**src/rtl/cotm32_pkg.sv**
```systemverilog
// cotm32 shared definitions
// UART register map, status bits, FSM states
package cotm32_pkg;

  localparam int XLEN          = 32;
  localparam int UART_MEM_SIZE = 16;
  localparam int UART_AW       = $clog2(UART_MEM_SIZE);

  localparam logic [UART_AW-1:0] UART_DATA   = 'h0;
  localparam logic [UART_AW-1:0] UART_STATUS = 'h4;
  localparam logic [UART_AW-1:0] UART_CTRL   = 'h8;

  localparam int STS_RX_VALID  = 0;
  localparam int STS_TX_READY  = 1;
  localparam int STS_OVERRUN   = 2;
  localparam int STS_FRAME_ERR = 3;

  localparam int CTRL_IRQ_EN   = 0;

  typedef enum logic [1:0] {
    TX_IDLE,
    TX_START,
    TX_DATA,
    TX_STOP
  } uart_tx_state_t;

  typedef enum logic [1:0] {
    RX_IDLE,
    RX_START,
    RX_DATA,
    RX_STOP
  } uart_rx_state_t;

endpackage

```
**src/rtl/uart_fifo.sv**
```systemverilog
// Small synchronous FIFO for received bytes
// Head is visible on o_rdata; DEPTH is a power of two, >= 2
module uart_fifo #(
  parameter int DEPTH = 4,
  parameter int WIDTH = 8
) (
  input  logic             i_clk,
  input  logic             i_rst,
  input  logic             i_push,
  input  logic             i_pop,
  input  logic [WIDTH-1:0] i_wdata,
  output logic [WIDTH-1:0] o_rdata,
  output logic             o_full,
  output logic             o_empty
);

  localparam int AW = $clog2(DEPTH);

  logic [WIDTH-1:0] mem [DEPTH];
  logic [AW:0]      wr_ptr;
  logic [AW:0]      rd_ptr;
  logic             do_push;
  logic             do_pop;

  assign o_empty = (wr_ptr == rd_ptr);
  assign o_full  = (wr_ptr[AW] != rd_ptr[AW]) &&
                   (wr_ptr[AW-1:0] == rd_ptr[AW-1:0]);
  assign do_pop  = i_pop & ~o_empty;
  assign do_push = i_push & (~o_full | i_pop);
  assign o_rdata = mem[rd_ptr[AW-1:0]];

  // Storage write; contents need no reset
  always_ff @(posedge i_clk) begin
    if (do_push) begin
      mem[wr_ptr[AW-1:0]] <= i_wdata;
    end
  end

  // Pointer update, push and pop may coincide
  always_ff @(posedge i_clk) begin
    if (i_rst) begin
      wr_ptr <= '0;
      rd_ptr <= '0;
    end else begin
      if (do_push) wr_ptr <= wr_ptr + 1'b1;
      if (do_pop)  rd_ptr <= rd_ptr + 1'b1;
    end
  end

endmodule

```
**src/rtl/uart_serial.sv**
```systemverilog
// Memory-mapped 8N1 UART with RX FIFO and interrupt
// Full-duplex: TX and RX FSMs run independently
module uart_serial
  import cotm32_pkg::*;
#(
  parameter int CLKS_PER_BIT  = 16,
  parameter int RX_FIFO_DEPTH = 4
) (
  input  logic               i_clk,
  input  logic               i_rst,
  input  logic               i_re,
  input  logic               i_we,
  input  logic [UART_AW-1:0] i_addr,
  input  logic [XLEN-1:0]    i_wdata,
  output logic [XLEN-1:0]    o_rdata,
  output logic               o_meip,
  input  logic               i_rx,
  output logic               o_tx
);

  localparam int CW = $clog2(CLKS_PER_BIT);
  localparam logic [CW-1:0] BIT_END = CW'(CLKS_PER_BIT - 1);
  localparam logic [CW-1:0] MID     = CW'(CLKS_PER_BIT / 2 - 1);

  logic sel_data;
  logic sel_status;
  logic sel_ctrl;

  uart_tx_state_t tx_state, tx_state_d;
  logic [CW-1:0]  tx_cnt, tx_cnt_d;
  logic [2:0]     tx_bit, tx_bit_d;
  logic [7:0]     tx_shift, tx_shift_d;
  logic           tx_line_d;
  logic           tx_ready;
  logic           tx_load;

  uart_rx_state_t rx_state, rx_state_d;
  logic [CW-1:0]  rx_cnt, rx_cnt_d;
  logic [2:0]     rx_bit, rx_bit_d;
  logic [7:0]     rx_shift, rx_shift_d;
  logic           rx_s1;
  logic           rx_s2;
  logic           rx_prev;
  logic           rx_done;
  logic           rx_ferr;

  logic           rx_overrun;
  logic           rx_frame_err;
  logic           rx_irq_en;
  logic           rx_valid;
  logic           rx_pop;
  logic           ovr_set;

  logic [7:0]     fifo_head;
  logic           fifo_full;
  logic           fifo_empty;
  logic           unused_wdata;

  assign unused_wdata = ^i_wdata[XLEN-1:8];

  assign sel_data   = (i_addr == UART_DATA);
  assign sel_status = (i_addr == UART_STATUS);
  assign sel_ctrl   = (i_addr == UART_CTRL);

  assign tx_ready = (tx_state == TX_IDLE);
  assign tx_load  = i_we & sel_data & tx_ready;

  assign rx_valid = ~fifo_empty;
  assign rx_pop   = i_re & sel_data;
  assign ovr_set  = rx_done & fifo_full & ~rx_pop;
  assign o_meip   = rx_irq_en & rx_valid;

  // TX state register; line is registered to stay glitch-free
  always_ff @(posedge i_clk) begin
    if (i_rst) begin
      tx_state <= TX_IDLE;
      tx_cnt   <= '0;
      tx_bit   <= '0;
      tx_shift <= '0;
      o_tx     <= 1'b1;
    end else begin
      tx_state <= tx_state_d;
      tx_cnt   <= tx_cnt_d;
      tx_bit   <= tx_bit_d;
      tx_shift <= tx_shift_d;
      o_tx     <= tx_line_d;
    end
  end

  // TX next state: start, 8 data LSB first, stop
  always_comb begin
    tx_state_d = tx_state;
    tx_cnt_d   = tx_cnt + CW'(1);
    tx_bit_d   = tx_bit;
    tx_shift_d = tx_shift;
    unique case (tx_state)
      TX_IDLE: begin
        tx_cnt_d = '0;
        if (tx_load) begin
          tx_state_d = TX_START;
          tx_shift_d = i_wdata[7:0];
        end
      end
      TX_START: begin
        if (tx_cnt == BIT_END) begin
          tx_state_d = TX_DATA;
          tx_cnt_d   = '0;
          tx_bit_d   = '0;
        end
      end
      TX_DATA: begin
        if (tx_cnt == BIT_END) begin
          tx_cnt_d   = '0;
          tx_shift_d = {1'b0, tx_shift[7:1]};
          tx_bit_d   = tx_bit + 3'd1;
          if (tx_bit == 3'd7) tx_state_d = TX_STOP;
        end
      end
      TX_STOP: begin
        if (tx_cnt == BIT_END) begin
          tx_state_d = TX_IDLE;
          tx_cnt_d   = '0;
        end
      end
      default: begin
        tx_state_d = TX_IDLE;
        tx_cnt_d   = '0;
      end
    endcase
    tx_line_d = 1'b1;
    if (tx_state_d == TX_START) tx_line_d = 1'b0;
    if (tx_state_d == TX_DATA)  tx_line_d = tx_shift_d[0];
  end

  // RX synchronizer, edge history and FSM state
  always_ff @(posedge i_clk) begin
    if (i_rst) begin
      rx_s1    <= 1'b1;
      rx_s2    <= 1'b1;
      rx_prev  <= 1'b1;
      rx_state <= RX_IDLE;
      rx_cnt   <= '0;
      rx_bit   <= '0;
      rx_shift <= '0;
    end else begin
      rx_s1    <= i_rx;
      rx_s2    <= rx_s1;
      rx_prev  <= rx_s2;
      rx_state <= rx_state_d;
      rx_cnt   <= rx_cnt_d;
      rx_bit   <= rx_bit_d;
      rx_shift <= rx_shift_d;
    end
  end

  // RX next state: mid-bit sampling after a falling edge
  always_comb begin
    rx_state_d = rx_state;
    rx_cnt_d   = rx_cnt + CW'(1);
    rx_bit_d   = rx_bit;
    rx_shift_d = rx_shift;
    rx_done    = 1'b0;
    rx_ferr    = 1'b0;
    unique case (rx_state)
      RX_IDLE: begin
        rx_cnt_d = '0;
        if (rx_prev & ~rx_s2) rx_state_d = RX_START;
      end
      RX_START: begin
        if (rx_cnt == MID) begin
          rx_cnt_d   = '0;
          rx_bit_d   = '0;
          rx_state_d = rx_s2 ? RX_IDLE : RX_DATA;
        end
      end
      RX_DATA: begin
        if (rx_cnt == BIT_END) begin
          rx_cnt_d   = '0;
          rx_shift_d = {rx_s2, rx_shift[7:1]};
          rx_bit_d   = rx_bit + 3'd1;
          if (rx_bit == 3'd7) rx_state_d = RX_STOP;
        end
      end
      RX_STOP: begin
        if (rx_cnt == BIT_END) begin
          rx_cnt_d   = '0;
          rx_state_d = RX_IDLE;
          rx_done    = rx_s2;
          rx_ferr    = ~rx_s2;
        end
      end
      default: begin
        rx_state_d = RX_IDLE;
        rx_cnt_d   = '0;
      end
    endcase
  end

  uart_fifo #(
    .DEPTH (RX_FIFO_DEPTH),
    .WIDTH (8)
  ) u_rx_fifo (
    .i_clk   (i_clk),
    .i_rst   (i_rst),
    .i_push  (rx_done),
    .i_pop   (rx_pop),
    .i_wdata (rx_shift),
    .o_rdata (fifo_head),
    .o_full  (fifo_full),
    .o_empty (fifo_empty)
  );

  // Sticky error flags and interrupt enable; a new error beats a clear
  always_ff @(posedge i_clk) begin
    if (i_rst) begin
      rx_overrun   <= 1'b0;
      rx_frame_err <= 1'b0;
      rx_irq_en    <= 1'b0;
    end else begin
      if (i_we & sel_status) begin
        rx_overrun   <= 1'b0;
        rx_frame_err <= 1'b0;
      end
      if (ovr_set) rx_overrun   <= 1'b1;
      if (rx_ferr) rx_frame_err <= 1'b1;
      if (i_we & sel_ctrl) rx_irq_en <= i_wdata[CTRL_IRQ_EN];
    end
  end

  // Combinational read mux
  always_comb begin
    o_rdata = '0;
    unique case (1'b1)
      sel_data: begin
        if (rx_valid) o_rdata[7:0] = fifo_head;
      end
      sel_status: begin
        o_rdata[STS_RX_VALID]  = rx_valid;
        o_rdata[STS_TX_READY]  = tx_ready;
        o_rdata[STS_OVERRUN]   = rx_overrun;
        o_rdata[STS_FRAME_ERR] = rx_frame_err;
      end
      sel_ctrl: begin
        o_rdata[CTRL_IRQ_EN] = rx_irq_en;
      end
      default: o_rdata = '0;
    endcase
  end

endmodule

```
**config.mk**
```make
export PLATFORM = sky130hd
export DESIGN_NAME = uart_serial
export DESIGN_NICKNAME = d
export VERILOG_FILES = /design/src/rtl/cotm32_pkg.sv /design/src/rtl/uart_fifo.sv /design/src/rtl/uart_serial.sv
export SDC_FILE = /design/constraint.sdc
export NUM_CORES = 1
export LEC_CHECK = 0
export CAP_MARGIN = 20
export CORE_ASPECT_RATIO = 1.2
export CORE_MARGIN = 2
export CORE_UTILIZATION = 30
export DETAILED_ROUTE_END_ITERATION = 10
export PLACE_DENSITY = 0.58
export SYNTH_ARGS = -nofsm -noshare
export SYNTH_HDL_FRONTEND = slang
export SYNTH_SLANG_ARGS = --single-unit
```
**constraint.sdc**
```tcl
create_clock -name i_clk -period 2.7 [get_ports i_clk]
set_input_delay 0.405 -clock i_clk [delete_from_list [all_inputs] [get_ports i_clk]]
set_output_delay 0.405 -clock i_clk [all_outputs]
set_load 0.03 [all_outputs]
```
==> flow_summary.ini <==
[detailed_routing]
dr_total_vias = 2435
drc = 0
firstDrtPassIters = 5
routed_wl_mm = 7.03
wl_per_cell_um = 13.2
vias_per_cell = 4.59
drt_iter0_drc = 100
ant_nets = 0

[sta]
skew_ns = 0.00709
report.final.slew_viol_count = 0
min_period_over_period_pct = 92.8
hold-worst-slack_ns = 0.417
period_minus_slack_ns = 2.51
max-slew-margin-rel_pct = 57.7
rsz0062_at_grt = no
setup_viol = 0
max_freq_ghz = 0.399
hold_violations = 0
setup_slack_ns = 0.193
tightestPinTransition_ns = 0.625
fin_tns_setup_ns = 0

[yosys]
synth_edf_count = 32
yosys_warnings = 0
netlist_instances = 329
synth.yosys.seq_area_share_pct = 53.0
syn_area_sq_mm = 0.00366
synth_cell_type_count = 51
ys_ff_latch = 81
synthFlopType = dfxtp_1
synth.avg_cell_area_sq_um = 11.1
async_reset_ff_share_pct = 0

[setup_path]
cp_data_required_time_ns = 2.30
start_kind = primary input
critical_path_peak_fanout = 4
path_class = primary input to output port
cp-startpoint = i_addr[3]
ff2ff_setup_slack_ns = 0.72
worst_ep_arrival_time_ns = 2.10
r2r-end = u_rx_fifo.mem[0][7]$_DFFE_PP_
r2r_start = rx_cnt[0]$_SDFF_PP0_
rr_worst_depth = 6
end_kind = output port

[floorplan]
die_y_um = 125
num_rows = 44
pin_count = 75
core_sq_mm = 0.0120
die-area_sq_mm = 0.0131
start_util_pct = 30.5
fp.dieW_um = 105

[layout]
nets = 417
areaGrowthSynthToFinish_pct = 18.8
insertedDiodeCount = 0
nFillCells = 1216
drive_above_1_share_pct = 14.1

[run]
max_cap_violations = 0

[clock_tree]
root_buffer = clkbuf_16
clock_latency_ns = 0.33
cts_made_buffers = 9
cts_tree = done
cts_num_sinks = 81
clk_pin_slew_ns = 0.06
clock_path_buffers = 2
htree_levels = 3

[run_status]
status = finished, final reports clean

[min_path]
min_path_type = flop to flop
holdPathEnd = rx_s2$_SDFF_PP1_
min_from = rx_s1$_SDFF_PP1_
min_path_cells = 1

[place]
post-dp-hpwl_mm = 4.96
post-place-ws_ns = 0.183
place_congestion = 0.720
port_buffers = 26

[global_routing]
grtUsageTotal_pct = 11.2
grt_max_degree = 21
grt_pass1_wl_mm = 11.7
grt_pass1_vias = 2354
grt_antenna_before_repair = 0
grt-ovfl-total = 0

[power]
power_density_mw_per_mm2 = 587
ir_drop_v = 0.000394
p_leak_uw = 0.00162
## worst max-delay path by stage
stage / to / slack [ns] / depth (start not counted)
floorplan: o_rdata[1] / 0.49 / 3
detailed placement: o_rdata[0] / 0.18 / 6
global placement: o_rdata[2] / 0.17 / 5
CTS: o_rdata[0] / 0.02 / 5
global route: o_rdata[2] / 0.09 / 5
finish: o_rdata[2] / 0.19 / 5
## routing by layer
metal / part of all wire (%) / up-vias / global-route usage [%] / wire [um]
met4: 0.65 / 0 / 2.12 / 46
met3: 4.3 / 6 / 3.91 / 301
met1: 44 / 1169 / 13.7 / 3100
met5: 0 / - / 0 / 0
met2: 51 / 53 / 19.1 / 3570
li1: - / 1207 / - / -
## power by group
part	switching [uW]	internal, uW	total, uW
logic	82.9	41.7	125
registers	8.07	1270	1280
clock network	513	642	1150
total	604	1950	2560
## cells in the final DEF, fill, tap and decap left out, drive strengths merged, types with 2 or more instances in the layout
master,count
a211oi,2
a21oi,15
a22oi,8
a32oi,2
and2,6
and3,7
buf,21
clkbuf,9
clkdlybuf4s50,18
clkinv,2
conb,24
dfxtp,49
edfxtp,32
ha,11
inv,18
mux2i,14
mux4,8
nand2,17
nand3,12
nand3b,2
nor2,28
nor2b,9
nor3,4
nor4,5
nor4b,2
o21ai,9
o31ai,3
or2,2
or3,2
or4b,2
xnor2,5
xor2,6
## state kept, by name, summed over array words and instances, names as in the netlist, named ones only
signal	cells
o_tx	1
rx_bit	3
rx_cnt	4
rx_frame_err	1
rx_irq_en	1
rx_overrun	1
rx_prev	1
rx_s1	1
rx_s2	1
rx_shift	8
rx_state	1
tx_bit	3
tx_cnt	4
tx_shift	8
tx_state	2
u_rx_fifo.mem	32
u_rx_fifo.rd_ptr	3
u_rx_fifo.wr_ptr	3
## critical path, cell delays in order
cell and delay (ns):
clkdlybuf4s50_1 0.49, nor4_4 0.31, or2b_1 0.35, o21ai_0 0.32
buf_4 0.23
## kinds of logic (layout without fill, tap and decap cells)
kind of cell / after synthesis / after routing / share of synthesized area (%)
compound gates: 48 / 48 / 8.67
buf+inv: 51 / 69 / 7.89
simple gates: 104 / 104 / 15.2
mux: 22 / 22 / 8.74
other cells: 1 / 24 / 0.102
flops: 81 / 81 / 53.0
fa+ha+maj: 11 / 11 / 3.76
xor+xnor: 11 / 11 / 2.63
## area by class of cell
cell class / instances / area [sq um] / area share [%]
flip-flops and latches: 81 / 1940 / 44.6
multi-input cells: 220 / 1530 / 35.1
repair buffers: 40 / 350 / 8.04
clock buffers: 9 / 225 / 5.17
well taps: 161 / 201 / 4.63
clock inverters: 7 / 60.1 / 1.38
inverters: 13 / 48.8 / 1.12
## through the flow
| stage | cells | utilization, % | total power, uW | cell area [sq um] |
|---|---|---|---|---|
| after CTS | 531 | 36.2 | 2590 | 4350 |
| after global routing | 531 | 36.3 | 2650 | 4360 |
| after floorplan | 352 | - | 1410 | 3750 |
| after detailed placement | 515 | 33.8 | 1430 | 4060 |
| after global placement | 515 | 33.8 | 1430 | 4060 |
| final | 531 | 36.3 | 2560 | 4360 |
## cells in the mapped netlist (4+ instances only)
| master | number | area share [%] |
|---|---|---|
| dfxtp_1 | 49 | 27 |
| nor4_1 | 4 | 0.68 |
| a22oi_1 | 8 | 1.6 |
| inv_1 | 13 | 1.3 |
| edfxtp_1 | 32 | 26 |
| buf_4 | 24 | 4.9 |
| ha_1 | 11 | 3.8 |
| xnor2_1 | 5 | 1.2 |
| and2_1 | 5 | 0.85 |
| clkbuf_1 | 6 | 0.61 |
| buf_2 | 6 | 0.82 |
| mux2i_1 | 14 | 3.8 |
| nand3_1 | 12 | 1.6 |
| and3_1 | 6 | 1.0 |
| nor3_1 | 4 | 0.55 |
| nor2b_1 | 9 | 1.5 |
| a21oi_1 | 15 | 2.0 |
| o21ai_0 | 9 | 1.2 |
| nand2_1 | 17 | 1.7 |
| mux4_2 | 8 | 4.9 |
| nor2_1 | 28 | 2.9 |
| xor2_1 | 6 | 1.4 |
## repair_timing
action,CTS,global route
setup buffers,0,0
endpoints found under the setup margin,0,1
gates resized for setup,0,2
hold buffers,0,0
(Power assumes the default switching activity.)
